--- config.mk ---
export PLATFORM = sky130hd
export DESIGN_NAME = decode_stage
export DESIGN_NICKNAME = d
export VERILOG_FILES = /design/src/rtl/decode_stage_pkg.sv /design/src/rtl/decode_stage_regfile.sv /design/src/rtl/decode_stage.sv
export SDC_FILE = /design/constraint.sdc
export NUM_CORES = 1
export LEC_CHECK = 0
export BUFFER_PORTS_ARGS = -buffer_cell sky130_fd_sc_hd__buf_2
export CORE_ASPECT_RATIO = 1.2
export CORE_MARGIN = 2
export CORE_UTILIZATION = 40
export CTS_BUF_LIST = sky130_fd_sc_hd__clkbuf_4 sky130_fd_sc_hd__clkbuf_8
export CTS_CLUSTER_DIAMETER = 50
export CTS_CLUSTER_SIZE = 10
export DETAILED_ROUTE_END_ITERATION = 6
export PLACE_DENSITY = 0.68
export SLEW_MARGIN = 20
export SYNTH_ARGS = -nofsm -noshare
export SYNTH_HDL_FRONTEND = slang
export SYNTH_HIERARCHICAL = 1
export SYNTH_SLANG_ARGS = --single-unit
--- constraint.sdc ---
create_clock -name Clk -period 2.95 [get_ports Clk]
set_clock_uncertainty 0.1 [all_clocks]
set_input_delay 0.1475 -clock Clk [delete_from_list [all_inputs] [get_ports Clk]]
set_output_delay 0.1475 -clock Clk [all_outputs]
set_load 0.03 [all_outputs]
--- src/rtl/decode_stage_pkg.sv ---
// Shared decode-stage definitions: opcodes, FSM states and buffer field positions.
package decode_stage_pkg;

  localparam logic [4:0] OpNop = 5'b00000;

  typedef enum logic [0:0] {
    StFirst   = 1'b0,
    StWaitImm = 1'b1
  } dec_state_e;

  // Fetch/decode buffer layout, shared with fetch.
  localparam int unsigned InWidth    = 64;
  localparam int unsigned InImmBit   = 0;
  localparam int unsigned InRsrcLsb  = 5;
  localparam int unsigned InRsrcMsb  = 7;
  localparam int unsigned InRdstLsb  = 8;
  localparam int unsigned InRdstMsb  = 10;
  localparam int unsigned InOpLsb    = 11;
  localparam int unsigned InOpMsb    = 15;
  localparam int unsigned InWordLsb  = 0;
  localparam int unsigned InWordMsb  = 15;
  localparam int unsigned InPcLsb    = 16;
  localparam int unsigned InPcMsb    = 47;
  localparam int unsigned InPortLsb  = 48;
  localparam int unsigned InPortMsb  = 63;

  // Decode/execute buffer layout.
  localparam int unsigned OutWidth     = 108;
  localparam int unsigned OutValidBit  = 0;
  localparam int unsigned OutOpLsb     = 1;
  localparam int unsigned OutOpMsb     = 5;
  localparam int unsigned OutRdstLsb   = 6;
  localparam int unsigned OutRdstMsb   = 8;
  localparam int unsigned OutRsrcLsb   = 9;
  localparam int unsigned OutRsrcMsb   = 11;
  localparam int unsigned OutRsDataLsb = 12;
  localparam int unsigned OutRsDataMsb = 27;
  localparam int unsigned OutRdDataLsb = 28;
  localparam int unsigned OutRdDataMsb = 43;
  localparam int unsigned OutImmLsb    = 44;
  localparam int unsigned OutImmMsb    = 59;
  localparam int unsigned OutPcLsb     = 60;
  localparam int unsigned OutPcMsb     = 91;
  localparam int unsigned OutPortLsb   = 92;
  localparam int unsigned OutPortMsb   = 107;

endpackage

--- src/rtl/decode_stage_regfile.sv ---
// 8x16 register file: two asynchronous write-first read ports, one synchronous write port.
module register_file_8x16 (
  input  logic        clk_i,
  input  logic        rst_i,
  input  logic        we_i,
  input  logic [2:0]  waddr_i,
  input  logic [15:0] wdata_i,
  input  logic [2:0]  raddr_a_i,
  output logic [15:0] rdata_a_o,
  input  logic [2:0]  raddr_b_i,
  output logic [15:0] rdata_b_o
);

  logic [15:0] regs_q [8];
  logic [15:0] regs_d [8];

  // Next-state: single write per cycle.
  always_comb begin
    for (int i = 0; i < 8; i++) begin
      regs_d[i] = regs_q[i];
    end
    if (we_i) begin
      regs_d[waddr_i] = wdata_i;
    end
  end

  // Register storage with synchronous reset.
  always_ff @(posedge clk_i) begin
    if (rst_i) begin
      for (int i = 0; i < 8; i++) begin
        regs_q[i] <= 16'h0000;
      end
    end else begin
      for (int i = 0; i < 8; i++) begin
        regs_q[i] <= regs_d[i];
      end
    end
  end

  // Read ports bypass a same-cycle write so the consumer sees the new value.
  always_comb begin
    rdata_a_o = (we_i && (waddr_i == raddr_a_i)) ? wdata_i : regs_q[raddr_a_i];
    rdata_b_o = (we_i && (waddr_i == raddr_b_i)) ? wdata_i : regs_q[raddr_b_i];
  end

endmodule

--- src/rtl/decode_stage.sv ---
// Decode stage: merges two-word instructions, reads the register file, registers the
// decode/execute buffer.
module decode_stage
  import decode_stage_pkg::*;
(
  input  logic         Clk,
  input  logic         Rst,
  input  logic [63:0]  In,
  input  logic         Stall,
  input  logic         Flush,
  input  logic         WbEn,
  input  logic [2:0]   WbAddr,
  input  logic [15:0]  WbData,
  output logic [107:0] Out
);

  dec_state_e           state_q, state_d;
  logic [4:0]           cap_op_q, cap_op_d;
  logic [2:0]           cap_rdst_q, cap_rdst_d;
  logic [2:0]           cap_rsrc_q, cap_rsrc_d;
  logic [OutWidth-1:0]  out_q, out_d;

  logic [4:0]  in_op;
  logic [2:0]  in_rdst, in_rsrc;
  logic        in_imm;
  logic [4:0]  sel_op;
  logic [2:0]  sel_rdst, sel_rsrc;
  logic [15:0] rs_data, rd_data;
  logic        unused_in;

  assign in_op     = In[InOpMsb:InOpLsb];
  assign in_rdst   = In[InRdstMsb:InRdstLsb];
  assign in_rsrc   = In[InRsrcMsb:InRsrcLsb];
  assign in_imm    = In[InImmBit];
  assign unused_in = ^In[4:1];

  // Fields that would be emitted this cycle: fresh from In, or captured for an immediate.
  always_comb begin
    if (state_q == StWaitImm) begin
      sel_op   = cap_op_q;
      sel_rdst = cap_rdst_q;
      sel_rsrc = cap_rsrc_q;
    end else begin
      sel_op   = in_op;
      sel_rdst = in_rdst;
      sel_rsrc = in_rsrc;
    end
  end

  register_file_8x16 u_regfile (
    .clk_i     (Clk),
    .rst_i     (Rst),
    .we_i      (WbEn),
    .waddr_i   (WbAddr),
    .wdata_i   (WbData),
    .raddr_a_i (sel_rsrc),
    .rdata_a_o (rs_data),
    .raddr_b_i (sel_rdst),
    .rdata_b_o (rd_data)
  );

  // Next-state: Flush > Stall > normal decode.
  always_comb begin
    state_d    = state_q;
    cap_op_d   = cap_op_q;
    cap_rdst_d = cap_rdst_q;
    cap_rsrc_d = cap_rsrc_q;
    out_d      = out_q;

    if (Flush) begin
      state_d    = StFirst;
      cap_op_d   = 5'b0;
      cap_rdst_d = 3'b0;
      cap_rsrc_d = 3'b0;
      out_d      = '0;
    end else if (!Stall) begin
      // NOP never starts a two-word sequence, whatever its IMM bit says.
      if ((state_q == StFirst) && in_imm && (in_op != OpNop)) begin
        state_d    = StWaitImm;
        cap_op_d   = in_op;
        cap_rdst_d = in_rdst;
        cap_rsrc_d = in_rsrc;
        out_d      = '0;
      end else begin
        state_d                           = StFirst;
        out_d                             = '0;
        out_d[OutValidBit]                = 1'b1;
        out_d[OutOpMsb:OutOpLsb]          = sel_op;
        out_d[OutRdstMsb:OutRdstLsb]      = sel_rdst;
        out_d[OutRsrcMsb:OutRsrcLsb]      = sel_rsrc;
        out_d[OutRsDataMsb:OutRsDataLsb]  = rs_data;
        out_d[OutRdDataMsb:OutRdDataLsb]  = rd_data;
        out_d[OutPcMsb:OutPcLsb]          = In[InPcMsb:InPcLsb];
        out_d[OutPortMsb:OutPortLsb]      = In[InPortMsb:InPortLsb];
        if (state_q == StWaitImm) begin
          out_d[OutImmMsb:OutImmLsb] = In[InWordMsb:InWordLsb];
        end
      end
    end
  end

  // State, capture and output registers with synchronous reset.
  always_ff @(posedge Clk) begin
    if (Rst) begin
      state_q    <= StFirst;
      cap_op_q   <= 5'b0;
      cap_rdst_q <= 3'b0;
      cap_rsrc_q <= 3'b0;
      out_q      <= '0;
    end else begin
      state_q    <= state_d;
      cap_op_q   <= cap_op_d;
      cap_rdst_q <= cap_rdst_d;
      cap_rsrc_q <= cap_rsrc_d;
      out_q      <= out_d;
    end
  end

  assign Out = out_q;

endmodule

==> out/metrics.yaml <==
status: "finished with violations"
violations: "setup timing"
final_area_um2: 14500
ir_worst_vdd_uv: 284
nNetsFinal: 1585
top_layer: "met4"
final_cell_mix: "nand2_1 (285), dfxtp_1 (248), buf_2 (193), a21oi_1 (136)"
synth_top_family_by_area: "multiplexers"
synthTopCellsByArea: "dfxtp_1 (41%), mux4_1 (10%), nand2_1 (8.8%)"
criticalPathCategory: "flip-flop to flip-flop"
yosys.area_share.simple_pct: 21.1
dpl-instance-area_um2: 13200
die_h_um: 195
finalCritPeriodShare_pct: 100
hold_violations: 0
start_kind: "flip-flop"
setup_viol: 1
path_clk_slew_ns: 0.07
die-area_um2: 31800
core-area_um2: 29800
io_buffers: 195
die_w_um: 163
track_usage_pct: 21.8
dr.pass1.iters: 5
area_delta_synth_final_pct: 19.6
vias: 10500
fin_crit_ns: 2.96
netlist-cell-type-count: 48
async_flop_share_pct: 0
fillers: 2719
seqCellArea_um2: 4960
grt_pass1_wl_um: 55300
clk_latency_ns: 0.57
drt_iter0_drc: 1021
routed_wl_um: 36100
yosysSeqAreaShare_pct: 40.9
antenna_found_initial: 3
synth_xor_area_share_pct: 0.433
syn_area_um2: 12100
worst_pin_slew_ns: 1.04
layout-drive-gt1-share_pct: 23.8
grt_max_degree: 98
post-place-ws_ns: 0.0145
dp_hpwl_um: 22000
synth_mux_area_share_pct: 21.4
wl_met1_um: 14900
fin_ws_ns: -0.00580
ios: 196
p_per_area_nw_per_um2: 438
rsz0062_at_grt: "true"
dr_wl_met3_um: 2880
synth_edf_count: 0
avgSynthCellArea_um2: 9.37
p_leak_nw: 5.71
fin_cells: 1891
gp_congestion: 0.789
cts_made_buffers: 28
synth.largest_area_cell: "dfxtp_1"
post_cts_buffers: 0
maxCapViolations: 0
hold_path.class: "primary input to flip-flop"
syn_inst: 1296
clock_sinks: 248
drc: 0
final_common_cell: "nand2_1"
first_global_vias: 10100
cts_root_buf: "clkbuf_8"
synth_compound_area_share_pct: 10.3
vias_per_cell: 5.54
synth_fa_ha_area_share_pct: 0
worstPathArrival_ns: 3.30
drtAntennaViolNets: 0
critPathMaxFanout: 31
routedWlPerCell_um: 19.1
cts_buffer_depth: 3
min_path_cells: 4
crit_required_ns: 3.30
cts_tree: "built"
slew_headroom_pct: 30.8
synth_nets: 1384
worst_setup_path_end_kind: "flip-flop"
htree_levels: 1
synthFlopType: "dfxtp_1"
rows: 69
initial_utilization_pct: 40.8
multiInputGateArea_um2: 6500
slew_viol_final: 0
place_inst: 1770
synth_warnings: 6
rr_worst_depth: 6
ys_ff_latch: 248
synth_top_area_share_pct: 40.9
wl_met2_um: 17300
grt_overflow: 0
fmax_ghz: 0.338
power_mw: 6.37
layer usage:
layer	GRT usage [%]	vias to the layer above
met3	4.27	67
met1	26.7	4993
met2	38.4	434
li1	-	4976
met5	0	-
met4	6.46	0
Yosys cell counts, types with 17 or more instances:
library cell  instances
nand2_1             285
mux4_2               17
mux2_2               51
mux4_1               47
nand3_1              88
o21ai_0              65
mux2_4               19
clkbuf_1             99
a21oi_1             136
o21ai_1              21
dfxtp_1             248
nand3b_1             88
buf_2                26
worst paths after layout:
| kind | to | startpoint | slack, ns |
|---|---|---|---|
| worst max-delay path | Out[24] | state_q | -0.006 |
| worst min-delay path | u_regfile/regs_q[2][4] | WbAddr[0] | 0.06 |
| worst max register to register | Out[24] | state_q | -0.006 |
| worst min register to register | cap_op_q[4] | cap_op_q[4] | 0.36 |
cells by family after synthesis:
kind of cell | count (synthesis)
simple gates | 514
compound gates | 239
buf+inv | 143
mux | 146
flops | 248
xor+xnor | 6
layout make-up:
| cell class | count | share of cell area [%] |
|---|---|---|
| multi-input cells | 905 | 44.8 |
| flip-flops and latches | 248 | 34.2 |
| repair buffers | 313 | 14.8 |
| well taps | 390 | 3.36 |
| clock buffers | 31 | 2.85 |
| diodes | 3 | 0.0517 |
| inverters | 1 | 0.0258 |
critical path: stages (launching register included):
cell and delay [ns]:
dfxtp_1 0.47, mux2_2 0.88, mux4_1 0.68, mux2_2 0.28, mux2_4 0.26, nand3b_1 0.08
o21ai_0 0.07
where the power goes:
group / leakage, nW / switching (mW) / internal, mW / total (mW)
logic: 3.48 / 0.501 / 0.376 / 0.877
clock network: 0.218 / 1.14 / 0.894 / 2.04
registers: 2.01 / 0.0413 / 3.41 / 3.45
through the flow:
| step | utilization [%] | hold slack [ns] | TNS, ns |
|---|---|---|---|
| final | 48.8 | 0.0590 | -0.00580 |
| after global routing | 48.8 | 0.0796 | -2.13 |
| after CTS | 48.7 | 0.0360 | 0 |
| after detailed placement | 44.4 | 0.292 | 0 |
| after global placement | 44.4 | 0.286 | 0 |
| after floorplan | - | 0.190 | 0 |
repair_timing:
| item | in CTS | in global routing |
|---|---|---|
| resized for setup | 1 | 0 |
| hold buffers | 87 | 0 |
| hold endpoints to repair | 214 | 0 |
| setup endpoints to repair | 1 | 31 |
state kept, by name, indices dropped and copies added, names as in the netlist:
name,count
Out,108
cap_rdst_q,3
cap_op_q,5
cap_rsrc_q,3
state_q,1
u_regfile/regs_q,128
(Power assumes the default switching activity.)
